**src/rtl/thee_sig_gen_pkg.sv**
```systemverilog
// Shared types and helpers for the NCO-based clock generators.
// Holds the sequencer state encoding and the frequency-word clip.
package thee_sig_gen_pkg;

  typedef enum logic [1:0] {
    IDLE     = 2'd0,
    RUN      = 2'd1,
    STOPPING = 2'd2
  } gen_state_e;

  // Limit a frequency word to half the accumulator range (f_out <= f_clk/2).
  function automatic logic [63:0] clip_word(input logic [63:0] word, input int acc_w);
    logic [63:0] lim;
    lim = 64'd1 << (acc_w - 1);
    return (word > lim) ? lim : word;
  endfunction

endpackage

```
**src/rtl/thee_phase_acc.sv**
```systemverilog
// Phase accumulator: adds the frequency word each enabled cycle and
// exposes the registered MSB plus the carry/MSB of the pending sum.
module thee_phase_acc #(
  parameter int ACC_W = 32
) (
  input  logic             clk,
  input  logic             rst,
  input  logic             clr,
  input  logic             adv,
  input  logic [ACC_W-1:0] word,
  output logic             msb,
  output logic             carry,
  output logic             sum_msb
);

  logic [ACC_W-1:0] acc;
  logic [ACC_W:0]   sum;

  assign sum     = {1'b0, acc} + {1'b0, word};
  assign carry   = sum[ACC_W];
  assign sum_msb = sum[ACC_W-1];
  assign msb     = acc[ACC_W-1];

  always_ff @(posedge clk) begin
    if (rst || clr) begin
      acc <= '0;
    end else if (adv) begin
      acc <= sum[ACC_W-1:0];
    end
  end

endmodule

```
**src/rtl/thee_nco_clk_gen.sv**
```systemverilog
// NCO clock generator: square wave from the phase accumulator MSB, with
// wrap-aligned frequency updates and a clean stop at the end of a period.
//
// state    | meaning
// ---------+-----------------------------------------------------------
// IDLE     | accumulator held at 0, words load straight into active
// RUN      | accumulating; new words wait in pending until the next wrap
// STOPPING | enable dropped; finish the current period, then go IDLE
module thee_nco_clk_gen
  import thee_sig_gen_pkg::*;
#(
  parameter int ACC_W = 32,
  parameter int CNT_W = 16
) (
  input  logic             clk,
  input  logic             rst,
  input  logic             enable,
  input  logic [ACC_W-1:0] cfg_word,
  input  logic             cfg_valid,
  output logic             cfg_ready,
  output logic             clk_out,
  output logic             tick,
  output logic             busy,
  output logic [CNT_W-1:0] tick_count
);

  gen_state_e       state, state_next;
  logic [ACC_W-1:0] active_word, active_next;
  logic [ACC_W-1:0] pend_word, pend_word_next;
  logic             pend, pend_next;
  logic             tick_next;
  logic             acc_clr, acc_adv;
  logic             acc_msb, carry, sum_msb;
  logic             cfg_fire;
  logic [ACC_W-1:0] cfg_clip;

  assign cfg_clip  = ACC_W'(clip_word(64'(cfg_word), ACC_W));
  assign cfg_ready = (state == IDLE) || ((state == RUN) && !pend);
  assign cfg_fire  = cfg_valid && cfg_ready;
  assign busy      = (state != IDLE);
  assign clk_out   = acc_msb;

  thee_phase_acc #(.ACC_W(ACC_W)) u_phase_acc (
    .clk     (clk),
    .rst     (rst),
    .clr     (acc_clr),
    .adv     (acc_adv),
    .word    (active_word),
    .msb     (acc_msb),
    .carry   (carry),
    .sum_msb (sum_msb)
  );

  always_comb begin
    state_next     = state;
    active_next    = active_word;
    pend_word_next = pend_word;
    pend_next      = pend;
    tick_next      = 1'b0;
    acc_clr        = 1'b0;
    acc_adv        = 1'b0;
    case (state)
      IDLE: begin
        acc_clr = 1'b1;
        if (cfg_fire) active_next = cfg_clip;
        if (enable && (active_word != '0)) state_next = RUN;
      end
      RUN: begin
        acc_adv   = 1'b1;
        tick_next = sum_msb && !acc_msb;
        if (carry && pend) begin
          active_next = pend_word;
          pend_next   = 1'b0;
        end
        // cfg_fire implies pend was clear, so it never collides with the apply above
        if (cfg_fire) begin
          pend_word_next = cfg_clip;
          pend_next      = 1'b1;
        end
        if (!enable) state_next = STOPPING;
      end
      STOPPING: begin
        acc_adv = 1'b1;
        if (carry) begin
          state_next = IDLE;
          acc_clr    = 1'b1;
          if (pend) begin
            active_next = pend_word;
            pend_next   = 1'b0;
          end
        end else begin
          tick_next = sum_msb && !acc_msb;
        end
      end
      default: begin
        state_next = IDLE;
      end
    endcase
  end

  always_ff @(posedge clk) begin
    if (rst) begin
      state       <= IDLE;
      active_word <= '0;
      pend_word   <= '0;
      pend        <= 1'b0;
      tick        <= 1'b0;
      tick_count  <= '0;
    end else begin
      state       <= state_next;
      active_word <= active_next;
      pend_word   <= pend_word_next;
      pend        <= pend_next;
      tick        <= tick_next;
      if (tick_next) tick_count <= tick_count + 1'b1;
    end
  end

endmodule

```
**config.mk**
```make
export PLATFORM = sky130hd
export DESIGN_NAME = thee_nco_clk_gen
export DESIGN_NICKNAME = d
export VERILOG_FILES = /design/src/rtl/thee_sig_gen_pkg.sv /design/src/rtl/thee_phase_acc.sv /design/src/rtl/thee_nco_clk_gen.sv
export SDC_FILE = /design/constraint.sdc
export NUM_CORES = 1
export LEC_CHECK = 0
export CORE_MARGIN = 1
export CORE_UTILIZATION = 60
export CTS_BUF_LIST = sky130_fd_sc_hd__clkbuf_8
export CTS_CLUSTER_DIAMETER = 40
export DETAILED_ROUTE_END_ITERATION = 10
export GPL_ROUTABILITY_DRIVEN = 0
export PLACE_DENSITY_LB_ADDON = 0.08
export SYNTH_ARGS = -nofsm -noshare
export SYNTH_HDL_FRONTEND = slang
export SYNTH_HIERARCHICAL = 1
export SYNTH_SLANG_ARGS = --single-unit
```
**constraint.sdc**
```tcl
create_clock -name clk -period 9.03 [get_ports clk]
set_clock_uncertainty 0.2 [all_clocks]
set_input_delay 1.806 -clock clk [delete_from_list [all_inputs] [get_ports clk]]
set_output_delay 1.806 -clock clk [all_outputs]
set_load 0.005 [all_outputs]
```
==> impl_metrics.py <==
metrics = {
    "power": {
        "p_per_area_nw_per_um2": 302,
        "ir_drop_v": 0.000219,
        "leakagePower_nw": 2.97,
    },
    "drt": {
        "wl_per_cell_um": 18.6,
        "dr.pass1.iters": 5,
        "remaining_drc_errors": 0,
        "final_antenna_net_count": 0,
        "drt-initial-drc-count": 358,
        "via_count": 5897,
        "viasPerCell": 6.46,
        "wl_um": 16900,
    },
    "hold_path": {
        "hold_path_depth": 2,
        "min-delay-start": "u_phase_acc/acc[21]",
        "hold_class": "flop to flop",
        "hold_end": "u_phase_acc/acc[21]",
    },
    "sta": {
        "min_period_over_period_pct": 56.6,
        "hold_violations": 0,
        "post-route-worst-setup-slack_ps": 3920,
        "setup_viol": 0,
        "period_needed_ps": 5110,
        "tightest_slew_ps": 1320,
        "fin_tns_setup_ps": 0,
        "report.final.slew_viol_count": 0,
        "clock.fmax_mhz": 196,
        "slew_headroom_pct": 11.6,
        "rsz0062_at_grt": "false",
    },
    "floorplan": {
        "start_util_pct": 62.4,
        "coreArea_um2": 11000,
        "dieHeight_um": 109,
        "die-area_um2": 11900,
        "rows": 38,
        "dieWidth_um": 109,
        "io_pins": 56,
    },
    "cts": {
        "cts.sinks": 116,
        "cts.repair.resized": 0,
        "cts_setup_buffers": 0,
        "numCtsBuffers": 17,
        "cts_tree": "done",
        "clock_latency_ps": 440,
        "path_clk_slew_ps": 60,
        "htree_levels": 4,
        "cts-root-buf": "clkbuf_8",
        "cts_buffer_depth": 2,
        "hold_buffers": 0,
    },
    "worst_setup_path": {
        "cp.arrival_ps": 5170,
        "worstReg2RegEnd": "active_word[0]",
        "crit_type": "flop to flop",
        "cpMaxStageDelayCell": "o2111a_2",
        "crit_start": "active_word[0]",
        "cp.required_ps": 9090,
        "cp-end-kind": "flop",
        "rrSetupSlack_ps": 3920,
        "cpPeakStageDelay_ps": 980,
        "rr_worst_depth": 16,
        "cp.buffers_inverters": 1,
        "r2r_start": "active_word[0]",
        "cp_top_family": "compound AO/OA/AOI/OAI gates",
        "crit_fanout": 65,
        "cp-start-kind": "flop",
        "worstPathCellList": "ha_1 > fa_1 > a211oi_2 > o21bai_1 > a21oi_1 > o31ai_2 > o22ai_2 > o31ai_4 > a221oi_2 > o21ai_1 > a21o_1 > a2bb2oi_1 > nor3_4 > buf_4 > o2111a_2 > a2111oi_0",
        "crit_cells": 16,
    },
    "placement": {
        "dpl_worst_slack_ps": 3980,
        "portBuffers": 55,
        "dp_hpwl_um": 11900,
    },
    "synth": {
        "synth_edf_count": 0,
        "synth_top_area_share_pct": 33.9,
        "syn_nets": 809,
        "synth_warnings": 6,
        "synth_area_um2": 6860,
        "synth-seq-area-share_pct": 33.9,
        "yosys.area.top_type": "dfxtp_1",
        "async_flop_share_pct": 0,
        "ys_seq_elements": 116,
        "synth_area_per_cell_um2": 9.36,
        "synthCells": 733,
        "synthTopCellsByArea": "dfxtp_1, mux2i_1, ha_1",
        "yosysUniqueCellTypes": 81,
        "yosys_most_used_dff": "dfxtp_1",
    },
    "layout": {
        "ff_latch_area_um2": 2320,
        "drive_above_1_share_pct": 13.1,
        "antenna_cells": 0,
        "nets": 838,
        "fill_cells": 854,
        "areaGrowthSynthToFinish_pct": 13.6,
        "multi_input_area_um2": 4260,
        "postLayoutCoreUtil_pct": 70.9,
    },
    "global_route": {
        "grt_usage_pct": 30.0,
        "grt_max_degree": 66,
        "antenna_found_initial": 0,
        "grt_overflow": 0,
        "grt_first_pass_wirelength_um": 27600,
        "grt_pass1_vias": 5674,
    },
    "run": {
        "cap_viol_max_count": 0,
    },
    "status": {
        "status": "finished clean",
    },
}
==> flip-flops by register name, indices dropped and copies added (netlist names) <==
signal,flops
active_word,32
tick_count,16
pend,1
u_phase_acc/acc,32
tick,1
state,2
pend_word,32
==> cells in the final DEF, fill, tap and decap left out, types with 8 or more instances in the layout <==
cell / count
dfxtp_1: 116
nor2_1: 88
clkdlybuf4s50_1: 54
mux2i_1: 51
ha_1: 38
nand2_1: 35
a21oi_1: 34
a32o_1: 31
a2111oi_2: 29
o21ai_0: 24
inv_1: 21
clkbuf_8: 18
nor4_1: 15
a21o_1: 14
xnor2_1: 14
nand3_1: 13
nand4_1: 11
xor2_1: 11
nor3_1: 9
or2_2: 9
nor2b_1: 8
==> layout make-up <==
class | instances | share of cell area (%)
clock buffer | 18 | 3.18
clock inverter | 12 | 1.83
inverter | 18 | 0.868
multi-input combinational | 550 | 54.7
sequential | 116 | 29.8
tap | 140 | 2.25
timing repair buffer | 59 | 7.39
==> cell families (layout without fill, tap and decap cells) <==
logic type | Yosys count | count (layout) | share of synthesized area, %
flip-flops | 116 | 116 | 33.9
AO/OA/AOI/OAI | 209 | 209 | 27.0
buffers and inverters | 67 | 107 | 4.45
AND/OR/NAND/NOR | 223 | 223 | 16.3
XOR/XNOR | 25 | 25 | 3.19
multiplexers | 53 | 53 | 7.77
adder cells (fa/ha/maj) | 40 | 40 | 7.41
==> where the power goes <==
part | internal [W] | total (W) | switching (W) | leakage (nW)
sequential | 0.000625 | 0.000735 | 0.000111 | 0.943
combinational | 0.000450 | 0.00114 | 0.000686 | 1.82
clock | 0.000273 | 0.000478 | 0.000205 | 0.212
==> synthesized netlist by cell type (13+ instances only) <==
cell type,instances
a32o_1,31
buf_2,13
ha_1,39
a21o_1,14
nand2_1,35
mux2i_1,51
o21ai_0,25
xnor2_1,14
nand3_1,13
nor4_1,15
a21oi_1,34
clkbuf_1,24
nor2_1,89
a2111oi_2,29
inv_1,18
dfxtp_1,116
==> worst max path at each step <==
stage                                end  slack [ps]
final                     active_word[0]        3920
after global routing      active_word[0]        3570
after global placement    active_word[0]        4130
after CTS                 active_word[0]        3930
after floorplan            tick_count[3]        5040
after detailed placement  active_word[0]        3980
==> routing by layer <==
layer,vias to the layer above,routed length (um),GRT usage [%]
met3,24,894,7.65
met2,174,8210,49.5
met1,2841,7540,37.6
li1,2858,-,-
met5,-,0,0
met4,0,292,10.8
==> worst min-delay path: stages (launching register included) <==
cell	delay [ps]
dfxtp_1	340
nand2_1	50
o21ai_0	50
==> metrics by stage <==
step | hold slack [ps] | power [W] | cells | instance area [um2]
after floorplan | 229 | 0.00161 | 733 | 6860
after global placement | 246 | 0.00182 | 883 | 7400
after detailed placement | 254 | 0.00186 | 883 | 7400
after CTS | 270 | 0.00235 | 913 | 7790
after global routing | 285 | 0.00250 | 913 | 7790
final | 267 | 0.00235 | 913 | 7790
Power figures use the tool's default switching activity.
